### config.mk
export PLATFORM = sky130hd
export DESIGN_NAME = sram_ctrl
export DESIGN_NICKNAME = d
export VERILOG_FILES = /design/src/rtl/sram_ctrl.sv
export SDC_FILE = /design/constraint.sdc
export NUM_CORES = 1
export LEC_CHECK = 0
export BUFFER_PORTS_ARGS = -buffer_cell sky130_fd_sc_hd__clkbuf_2
export CAP_MARGIN = 20
export CORE_ASPECT_RATIO = 0.6
export CORE_MARGIN = 2
export CORE_UTILIZATION = 41
export DETAILED_ROUTE_END_ITERATION = 16
export PLACE_DENSITY = 0.7
export SETUP_SLACK_MARGIN = 0.5
export SLEW_MARGIN = 10
export SYNTH_ARGS = -nofsm -noshare
export SYNTH_HDL_FRONTEND = slang
export SYNTH_SLANG_ARGS = --single-unit
### constraint.sdc
create_clock -name clk -period 2.9 [get_ports clk]
set_input_delay 0.145 -clock clk [delete_from_list [all_inputs] [get_ports clk]]
set_output_delay 0.145 -clock clk [all_outputs]
set_load 0.1 [all_outputs]
### src/rtl/sram_ctrl.sv
// Word-to-halfword bridge from the MEM stage to a 16-bit asynchronous SRAM.
// Optional address range/alignment checking is enabled with SRAM_CTRL_ADDR_CHECK_EN.
module sram_ctrl #(
  parameter int unsigned BASE_ADDR   = 1024,
  parameter int unsigned SRAM_AW     = 18,
  parameter int unsigned WAIT_CYCLES = 3
) (
  input  logic               clk,
  input  logic               rst,
  input  logic               wr_en,
  input  logic               rd_en,
  input  logic [31:0]        address,
  input  logic [31:0]        write_data,
  output logic [31:0]        read_data,
  output logic               ready,
  output logic               addr_err,
  output logic [SRAM_AW-1:0] sram_addr,
  output logic [15:0]        sram_dq_out,
  input  logic [15:0]        sram_dq_in,
  output logic               sram_dq_oe,
  output logic               sram_we_n
);

  localparam int unsigned IdxW = SRAM_AW - 1;

  typedef enum logic [2:0] {StIdle, StLo, StHi, StWait, StDone} state_e;

  state_e          state;
  logic [IdxW-1:0] idx_q;
  logic [15:0]     hi_data_q;
  logic            op_wr_q;
  logic [3:0]      wait_cnt;

  logic            req;
  logic            req_illegal;
  logic [IdxW-1:0] req_idx;

  assign req     = rd_en | wr_en;
  assign req_idx = IdxW'((address - BASE_ADDR) >> 2);
  assign ready   = (state == StDone) | ((state == StIdle) & ~rd_en & ~wr_en);

`ifdef SRAM_CTRL_ADDR_CHECK_EN
  logic [31:0] offset;
  assign offset      = address - BASE_ADDR;
  assign req_illegal = (address < BASE_ADDR) | (address[1:0] != 2'b00) |
                       (|offset[31:SRAM_AW+1]);
`else
  assign req_illegal = 1'b0;
  assign addr_err    = 1'b0;
`endif

  // Strobes are loaded on the transition into the state that uses them.
  always_ff @(posedge clk or posedge rst) begin
    if (rst) begin
      state       <= StIdle;
      read_data   <= '0;
      sram_addr   <= '0;
      sram_dq_out <= '0;
      sram_dq_oe  <= 1'b0;
      sram_we_n   <= 1'b1;
      wait_cnt    <= '0;
      idx_q       <= '0;
      hi_data_q   <= '0;
      op_wr_q     <= 1'b0;
`ifdef SRAM_CTRL_ADDR_CHECK_EN
      addr_err    <= 1'b0;
`endif
    end else begin
      case (state)
        StIdle: begin
          if (req) begin
            idx_q     <= req_idx;
            hi_data_q <= write_data[31:16];
            op_wr_q   <= wr_en;
            if (req_illegal) begin
              state <= StDone;
              if (!wr_en) read_data <= '0;
`ifdef SRAM_CTRL_ADDR_CHECK_EN
              addr_err <= 1'b1;
`endif
            end else begin
              state       <= StLo;
              sram_addr   <= {req_idx, 1'b0};
              sram_dq_out <= write_data[15:0];
              sram_dq_oe  <= wr_en;
              sram_we_n   <= ~wr_en;
            end
          end
        end
        StLo: begin
          if (!op_wr_q) read_data[15:0] <= sram_dq_in;
          sram_addr   <= {idx_q, 1'b1};
          sram_dq_out <= hi_data_q;
          sram_dq_oe  <= op_wr_q;
          sram_we_n   <= ~op_wr_q;
          state       <= StHi;
        end
        StHi: begin
          if (!op_wr_q) read_data[31:16] <= sram_dq_in;
          sram_dq_oe <= 1'b0;
          sram_we_n  <= 1'b1;
          wait_cnt   <= 4'(WAIT_CYCLES - 1);
          state      <= StWait;
        end
        StWait: begin
          if (wait_cnt == 4'd0) state <= StDone;
          else                  wait_cnt <= wait_cnt - 4'd1;
        end
        StDone: begin
          state <= StIdle;
`ifdef SRAM_CTRL_ADDR_CHECK_EN
          addr_err <= 1'b0;
`endif
        end
        default: state <= StIdle;
      endcase
    end
  end

endmodule
==> qor.yml <==
status: "complete, no violations"
totalWireLength_um: 10520
hp-class: "input port to register"
critPathRequiredTime_ns: 3.13
drt_iter0_drc: 201
gp_congestion: 0.7738
ctsResizeCount: 0
tightestPinTransition_ns: 0.8103
n_fill_cell: 968
syn_area_um2: 4532
critPathSlowestCell: "dfrtp_1"
grt.overflow.total: 0
hold_viol: 0
setup_tns_ns: 0
cts_tree: "done"
initial_utilization: 0.4248
rows: 29
mostFrequentLayoutCells: "137 x clkbuf_2, 109 x nand2_1, 108 x dfrtp_1, 38 x a21oi_1, 27 x nor2_1"
dp_hpwl_um: 7176
drc: 0
yosys.area.top_type: "dfrtp_1"
dieWidth_um: 139.7
io_pins: 154
antenna_found_initial: 0
routedWlPerCell_um: 14.75
slew-limit-headroom: 0.4597
ys_seq_area_frac: 0.6022
finalClockSkew_ns: 0.007639
avgSynthCellArea_um2: 10.76
port_buffers: 137
maxCapViolCount: 0
synth_cell_types: 48
fmax_ghz: 0.4769
drive_above_1_share: 0.3188
synthCells: 421
cts_root_buf: "clkbuf_16"
cp_cell_sequence: "nand2_2, nor2_4, mux2_2"
arrival_ns: 2.33
grt_first_pass_wirelength_um: 17610
setup_viol: 0
grt_start_max_net_pins: 94
seqCellArea_um2: 2729
cpPeakStageDelay_ns: 0.65
core-area_um2: 10670
dieHeight_um: 85.44
antenna_cells: 0
first_pass_iters: 4
cts-htree-levels: 3
final_antenna_net_count: 0
worst-path-max-fanout: 19
dieArea_um2: 11940
ys_ff_latch: 109
synth_top_cells_by_area: "dfrtp_1 60%, nand2_1 9.0%, mux2_1 5.0%"
end_kind: "register"
synth_top_area_frac: 0.5964
critical_path_class: "register to register"
mostFrequentLayoutCell: "clkbuf_2"
multi_input_area_um2: 1654
critPathLaunchType: "register"
area_delta_synth_final_pct: 28.55
first_global_vias: 3562
num_vias: 3536
cts.sinks: 109
via_per_inst: 4.959
async_reset_ff_frac: 1.000
clock_latency_ns: 0.35
numCtsBuffers: 9
synth_edf_count: 0
rsz0062_at_grt: "no"
slew_viol_final: 0
clkSlewWorstSetupHoldPaths_ns: 0.08
fin_crit_sh: 0.7230
finalCriticalPeriod_ns: 2.097
synth_warnings: 0
synth.net_count: 508
nets: 656
synth_flop_cell: "dfrtp_1"
cts_buffer_depth: 2
grt_util_all_layers: 0.1853
kinds of logic (layout without fill, tap and decap cells):
kind of cell,after synthesis,after routing,synth area share
buffers and inverters,32,185,0.03396
DFF,109,109,0.6022
muxes,35,35,0.08642
xor gates and xnor gates,4,4,0.007732
and+or+nand+nor,160,160,0.1516
AOI/OAI and AO/OA,77,77,0.1091
other,1,1,0.0008275
adders and majority gates,3,3,0.008284
critical path: cells and delay by family (launching register included):
| family | cells | cell delay, ns |
|---|---|---|
| mux | 1 | 0.40 |
| simple gates | 2 | 0.92 |
| flops | 1 | 0.65 |
flip-flops by register name (all words and copies together) (netlist names):
| name | count |
|---|---|
| read_data | 32 |
| sram_addr | 18 |
| idx_q | 17 |
| hi_data_q | 16 |
| sram_dq_out | 16 |
| wait_cnt | 4 |
| state | 3 |
| op_wr_q | 1 |
| sram_dq_oe | 1 |
| sram_we_n | 1 |
Yosys cell counts (all sizes together), types with 5 or more instances:
cell    count
a21o        8
nor3        5
dfrtp     108
a21oi      40
inv         8
a22oi       9
buf        17
mux2       33
a221o       7
nand2     111
o21ai       6
clkbuf      7
nor2       30
what timing repair did:
| action | CTS | global route |
|---|---|---|
| hold buffers | 20 | 0 |
| endpoints found under the hold margin | 36 | 0 |
| setup endpoints to repair | 0 | 0 |
| buffers inserted | 0 | 0 |
worst paths after layout:
kind	start	to	slack (ns)	depth (start not counted)
max in group asynchronous	rst	sram_we_n$_DFFE_PP1P_	1.73	4
min in group asynchronous	rst	hi_data_q[6]$_DFFE_PP0P_	0.33	3
min reg2reg	hi_data_q[13]$_DFFE_PP0P_	hi_data_q[13]$_DFFE_PP0P_	0.48	2
max	state[0]$_DFFE_PP0P_	read_data[11]$_DFFE_PP0P_	0.80	3
min	address[5]	idx_q[3]$_DFFE_PP0P_	0.02	3
max reg2reg	state[0]$_DFFE_PP0P_	read_data[11]$_DFFE_PP0P_	0.80	3
stage by stage:
stage,utilization,instance area (um2),worst slack [ns],hold WS (ns),cells
after floorplan,-,4541,0.8654,0.2504,421
after detailed placement,0.4986,5319,0.7937,0.1544,677
final,0.5461,5826,0.8033,0.01657,713
after global placement,0.4986,5319,0.8309,0.1380,677
after global routing,0.5461,5826,0.6141,0.006052,713
after CTS,0.5461,5826,0.7752,0.001173,713
metal layers:
metal  part of all wire  track usage
met2               0.47       0.3060
met1               0.47       0.2495
met3              0.042      0.03894
met5                  0            0
met4              0.017      0.05636
layout make-up:
class                           instances  area share
Inverter                                8    0.005799
Multi-Input combinational cell        280      0.2839
Tap cell                              139     0.02985
Clock buffer                            9     0.03866
Clock inverter                          7     0.01396
Sequential cell                       109      0.4684
Timing Repair Buffer                  161      0.1594
Power is not shown: default switching activity piles up to over one toggle a cycle in this logic, so the estimate is an artifact.
